$ cat src/rtl/spi_txn_arbiter.sv
// Round-robin arbiter that funnels requester SPI transactions into one engine.
// Ports: fabric_clk/reset_n; req_* requester side (valid/ready, length/data/mask
//   slices, per-requester enable); rsp_* shared response bus with one-hot valid;
//   eng_* engine launch/cs routing and completion; timeout_cycles; busy.
module spi_txn_arbiter #(
    parameter int NUM_REQ    = 4,
    parameter int DATA_WIDTH = 32,
    parameter int LEN_WIDTH  = 8,
    parameter int TMO_WIDTH  = 16
) (
    input  logic                            fabric_clk,
    input  logic                            reset_n,
    input  logic [NUM_REQ-1:0]              req_enable,
    input  logic [TMO_WIDTH-1:0]            timeout_cycles,
    input  logic [NUM_REQ-1:0]              req_valid,
    output logic [NUM_REQ-1:0]              req_ready,
    input  logic [NUM_REQ*LEN_WIDTH-1:0]    req_length,
    input  logic [NUM_REQ*DATA_WIDTH-1:0]   req_data,
    input  logic [NUM_REQ*DATA_WIDTH-1:0]   req_mask,
    output logic [NUM_REQ-1:0]              rsp_valid,
    output logic [DATA_WIDTH-1:0]           rsp_data,
    output logic                            rsp_error,
    output logic                            rsp_timeout,
    output logic                            eng_start,
    output logic [LEN_WIDTH-1:0]            eng_length,
    output logic [DATA_WIDTH-1:0]           eng_data,
    output logic [DATA_WIDTH-1:0]           eng_mask,
    output logic [NUM_REQ-1:0]              eng_cs_sel,
    input  logic                            eng_done,
    input  logic [DATA_WIDTH-1:0]           eng_read_data,
    output logic                            busy
);

    localparam int IW = (NUM_REQ > 1) ? $clog2(NUM_REQ) : 1;

    typedef enum logic [1:0] {IDLE, LAUNCH, WAIT, RESP} state_t;

    state_t                 state_q, state_d;
    logic [IW-1:0]          last_q, last_d;
    logic [IW-1:0]          gnt_q, gnt_d;
    logic [LEN_WIDTH-1:0]   len_q, len_d;
    logic [DATA_WIDTH-1:0]  data_q, data_d;
    logic [DATA_WIDTH-1:0]  mask_q, mask_d;
    logic [DATA_WIDTH-1:0]  rdata_q, rdata_d;
    logic [NUM_REQ-1:0]     cs_q, cs_d;
    logic                   err_q, err_d;
    logic                   tmo_q, tmo_d;
    logic [TMO_WIDTH-1:0]   timer_q, timer_d;

    logic [NUM_REQ-1:0]     elig;
    logic                   found;
    logic [IW-1:0]          pick;
    logic [IW-1:0]          idx;
    logic                   len_ok;
    logic [DATA_WIDTH-1:0]  len_mask;
    logic [NUM_REQ-1:0]     gnt_oh;

    assign elig = req_valid & req_enable;

    // First eligible requester after the previous winner, wrapping around.
    always_comb begin
        found = 1'b0;
        pick  = '0;
        idx   = '0;
        for (int k = 1; k <= NUM_REQ; k++) begin
            idx = IW'((32'(last_q) + 32'(k)) % 32'(NUM_REQ));
            if (!found && elig[idx]) begin
                found = 1'b1;
                pick  = idx;
            end
        end
    end

    // Only bits below the transaction length carry read data.
    always_comb begin
        len_mask = '0;
        for (int i = 0; i < DATA_WIDTH; i++) begin
            len_mask[i] = (32'(i) < 32'(len_q));
        end
    end

    assign len_ok = (len_q != '0) && (32'(len_q) <= 32'(DATA_WIDTH));
    assign gnt_oh = NUM_REQ'(1) << gnt_q;

    always_comb begin
        state_d = state_q;
        last_d  = last_q;
        gnt_d   = gnt_q;
        len_d   = len_q;
        data_d  = data_q;
        mask_d  = mask_q;
        rdata_d = rdata_q;
        cs_d    = cs_q;
        err_d   = err_q;
        tmo_d   = tmo_q;
        timer_d = timer_q;
        unique case (state_q)
            IDLE: begin
                if (found) begin
                    gnt_d   = pick;
                    len_d   = req_length[pick*LEN_WIDTH +: LEN_WIDTH];
                    data_d  = req_data[pick*DATA_WIDTH +: DATA_WIDTH];
                    mask_d  = req_mask[pick*DATA_WIDTH +: DATA_WIDTH];
                    cs_d    = NUM_REQ'(1) << pick;
                    err_d   = 1'b0;
                    tmo_d   = 1'b0;
                    rdata_d = '0;
                    state_d = LAUNCH;
                end
            end
            LAUNCH: begin
                timer_d = '0;
                if (!len_ok) begin
                    err_d   = 1'b1;
                    state_d = RESP;
                end else begin
                    state_d = WAIT;
                end
            end
            WAIT: begin
                // A completion in the final timeout cycle still counts.
                if (eng_done) begin
                    rdata_d = eng_read_data & ~mask_q & len_mask;
                    state_d = RESP;
                end else if (timeout_cycles != '0 &&
                             timer_q == timeout_cycles - TMO_WIDTH'(1)) begin
                    tmo_d   = 1'b1;
                    rdata_d = '0;
                    state_d = RESP;
                end else if (timer_q != '1) begin
                    timer_d = timer_q + TMO_WIDTH'(1);
                end
            end
            RESP: begin
                last_d  = gnt_q;
                cs_d    = '0;
                state_d = IDLE;
            end
            default: state_d = IDLE;
        endcase
    end

    always_ff @(posedge fabric_clk or negedge reset_n) begin
        if (!reset_n) begin
            state_q <= IDLE;
            last_q  <= IW'(NUM_REQ - 1);
            gnt_q   <= '0;
            len_q   <= '0;
            data_q  <= '0;
            mask_q  <= '0;
            rdata_q <= '0;
            cs_q    <= '0;
            err_q   <= 1'b0;
            tmo_q   <= 1'b0;
            timer_q <= '0;
        end else begin
            state_q <= state_d;
            last_q  <= last_d;
            gnt_q   <= gnt_d;
            len_q   <= len_d;
            data_q  <= data_d;
            mask_q  <= mask_d;
            rdata_q <= rdata_d;
            cs_q    <= cs_d;
            err_q   <= err_d;
            tmo_q   <= tmo_d;
            timer_q <= timer_d;
        end
    end

    assign req_ready   = (state_q == LAUNCH) ? gnt_oh : '0;
    assign eng_start   = (state_q == LAUNCH) && len_ok;
    assign rsp_valid   = (state_q == RESP) ? gnt_oh : '0;
    assign rsp_data    = (state_q == RESP) ? rdata_q : '0;
    assign rsp_error   = (state_q == RESP) && err_q;
    assign rsp_timeout = (state_q == RESP) && tmo_q;
    assign eng_length  = len_q;
    assign eng_data    = data_q;
    assign eng_mask    = mask_q;
    assign eng_cs_sel  = cs_q;
    assign busy        = (state_q != IDLE);

endmodule

$ cat config.mk
export PLATFORM = sky130hd
export DESIGN_NAME = spi_txn_arbiter
export DESIGN_NICKNAME = d
export VERILOG_FILES = /design/src/rtl/spi_txn_arbiter.sv
export SDC_FILE = /design/constraint.sdc
export NUM_CORES = 1
export LEC_CHECK = 0
export ABC_AREA = 0
export BUFFER_PORTS_ARGS = -buffer_cell sky130_fd_sc_hd__clkbuf_2
export CORE_AREA = 2 2 184 186
export DETAILED_ROUTE_END_ITERATION = 16
export DIE_AREA = 0 0 186 188
export GPL_TIMING_DRIVEN = 1
export PLACE_DENSITY_LB_ADDON = 0.05
export SLEW_MARGIN = 10
export SYNTH_ARGS = -nofsm -noshare
export SYNTH_HDL_FRONTEND = slang
export SYNTH_SLANG_ARGS = --single-unit
$ cat constraint.sdc
create_clock -name fabric_clk -period 2.7 [get_ports fabric_clk]
set_input_delay 0.405 -clock fabric_clk [delete_from_list [all_inputs] [get_ports fabric_clk]]
set_output_delay 0.405 -clock fabric_clk [all_outputs]
set_load 0.01 [all_outputs]
==> results.sh <==
export IMPL_outcome="finished clean"
export IMPL_final_hold_viol_count=0
export IMPL_clk_pin_slew_ns=0.07
export IMPL_drt_vias_per_instance=4.65
export IMPL_wl_per_cell_um=17.7
export IMPL_timing_rr_start="timer_q[7]"
export IMPL_syn_area_mm2=0.00896
export IMPL_fmax_ghz=0.394
export IMPL_core_area_mm2=0.0331
export IMPL_grt_max_degree=93
export IMPL_io_buffers=466
export IMPL_synthArstFlopShare=1.00
export IMPL_cts_tree="built"
export IMPL_ant_nets=0
export IMPL_holdWs_ns=0.339
export IMPL_r2r_setup_slack_ns=0.28
export IMPL_globalRoute_totalOverflow=0
export IMPL_crit_path_end_kind="output pin"
export IMPL_pre_cts_slack_ns=-0.331
export IMPL_clock_skew_ns=0.0104
export IMPL_synth_cell_types=66
export IMPL_worstPathMaxFanout=8
export IMPL_drt_iter0_markers=477
export IMPL_setup_slack_ns=0.163
export IMPL_clk_latency_ns=0.42
export IMPL_dieArea_mm2=0.0350
export IMPL_grt_setup_unrepaired="false"
export IMPL_arrival_ns=2.13
export IMPL_slew_headroom=0.530
export IMPL_nets=2070
export IMPL_synth_common_cells="nand2_1, o21ai_0, dfrtp_1"
export IMPL_required_ns=2.30
export IMPL_rows=67
export IMPL_rr_endpoint="timer_q[15]"
export IMPL_dp_hpwl_mm=31.0
export IMPL_peakVddDrop_uv=397
export IMPL_final_max_slew_viol_count=0
export IMPL_grt_pass1_wl_mm=58.1
export IMPL_synthFlopType="dfrtp_1"
export IMPL_hold_class="input port to flop"
export IMPL_reg2reg_depth=10
export IMPL_maxCapViolCount=0
export IMPL_ios=467
export IMPL_path_class="flop to output pin"
export IMPL_worst_setup_path_start_kind="flop"
export IMPL_die_y_um=188
export IMPL_final_setup_viol_count=0
export IMPL_syn2layout_area_growth_pct=42.0
export IMPL_synth_seq_cells=132
export IMPL_synthTopCellsByArea="dfrtp_1, nand2_1, o21ai_0, nand3_1, clkbuf_1"
export IMPL_synth_cells=1262
export IMPL_clock_path_buffers=2
export IMPL_place_inst=2143
export IMPL_avgSynthCellArea_um2=7.10
export IMPL_firstDrtPassIters=5
export IMPL_wirelength_mm=38.6
export IMPL_die_w_um=186
export IMPL_via_count=10100
export IMPL_min_from="req_mask[22]"
export IMPL_power_density_mw_per_mm2=886
export IMPL_holdPathEnd="eng_mask[22]"
export IMPL_yosys_warnings=0
export IMPL_fin_crit_sh=0.940
export IMPL_drc=0
export IMPL_final_cells=2180
export IMPL_whs_path_depth=5
export IMPL_period_needed_ns=2.54
export IMPL_cts_root_buffer="clkbuf_16"
export IMPL_antenna_found_initial=4
export IMPL_synth_most_common_cell="nand2_1"
export IMPL_synth_nets=1616
export IMPL_track_usage=0.219
export IMPL_start_util=0.271
export IMPL_routabilityCongestion=0.841
export IMPL_synth_edf_count=0
export IMPL_netlist_area_leader_share=0.363
export IMPL_synth_top_cell_by_area="dfrtp_1"
export IMPL_drive_gt1_frac=0.338
export IMPL_cts_sinks=132
export IMPL_p_leak_uw=0.00673
export IMPL_tightest_slew_ns=0.697
export IMPL_htree_levels=4
export IMPL_grt_pass1_vias=9844
export IMPL_cts_buffers=17
export IMPL_ys_seq_area_frac=0.369
where the power goes:
group	internal (uW)	total [uW]	switching, uW
logic	2100	5300	3210
registers	2800	3620	816
clock network	1310	2350	1040
how the worst max path moves through the flow:
stage,startpoint,end,slack (ns),cells after the start
3_3_place_gp,timeout_cycles[1],rdata_q[6],-0.32,12
2_1_floorplan,timeout_cycles[1],rdata_q[16],-0.004,12
6_report,eng_length[0],eng_start,0.16,5
4_1_cts,timeout_cycles[1],rdata_q[2],0.12,12
5_1_grt,timeout_cycles[1],timer_q[5],0.01,14
3_5_place_dp,timeout_cycles[1],rdata_q[6],-0.33,12
critical path, cell delays in order, from the launching register on:
cell,delay [ns]
dfrtp_1,0.48
or3_1,0.46
nor3_1,0.21
xnor2_1,0.18
and3_1,0.23
clkbuf_2,0.15
cells in the final DEF, fill, tap and decap left out, types with 8 or more instances in the layout:
cell type | synthesis | final
nand2_1 | 478 | 478
nand2b_1 | 31 | 31
a22o_1 | 29 | 29
xnor2_1 | 8 | 8
or4_1 | 9 | 9
o31ai_1 | 8 | 8
clkbuf_16 | 0 | 17
buf_12 | 0 | 10
clkbuf_2 | 0 | 465
xor2_1 | 8 | 8
inv_1 | 11 | 9
dfrtp_1 | 130 | 130
nor2_1 | 19 | 19
nand3_1 | 87 | 86
and2_1 | 37 | 37
a21oi_1 | 38 | 38
buf_4 | 0 | 50
o21ai_0 | 163 | 161
sequential cells by signal (all words and copies together), names as in the netlist:
register,count
eng_length,8
timer_q,16
last_q,2
eng_data,32
eng_cs_sel,4
eng_mask,32
err_q,1
rdata_q,32
state_q,2
tmo_q,1
gnt_q,2
routing by layer:
metal  vias up  GRT usage  wire length [um]
met5         -          0                11
met4         2     0.0536               535
met3        29     0.0509              2240
met2       303      0.354             18200
met1      4615      0.295             17600
li1       5198          -                 -
timing repair:
action / in CTS / in global routing
endpoints found under the hold margin: 25 / 0
endpoints found under the setup margin: 0 / 28
gates resized for setup: 0 / 1
hold buffers: 1 / 0
setup buffers: 0 / 1
layout make-up:
cell class | instances | area (um^2)
flip-flops and latches | 132 | 3310
diodes | 3 | 7.51
well taps | 448 | 561
fillers | 3612 | 20400
inverters | 11 | 58.8
repair buffers | 527 | 2920
clock inverters | 15 | 163
multi-input cells | 1027 | 5280
clock buffers | 17 | 425
kinds of logic after synthesis:
| group | synth area share |
|---|---|
| AO/OA/AOI/OAI | 0.187 |
| XOR/XNOR | 0.0182 |
| adder cells (fa/ha/maj) | 0.00977 |
| buffers and inverters | 0.0496 |
| flip-flops | 0.369 |
| multiplexers | 0.00838 |
| AND/OR/NAND/NOR | 0.359 |
through the flow:
stage	setup TNS (ns)	instance area [um^2]	util	power (uW)
final	0	12700	0.384	11300
after global routing	0	12700	0.384	12200
after CTS	0	12700	0.384	11400
after detailed placement	-12.67	12100	0.366	9020
after global placement	-12.16	12100	0.366	9000
after floorplan	-0.107	9020	-	6450
(Power assumes the default switching activity.)
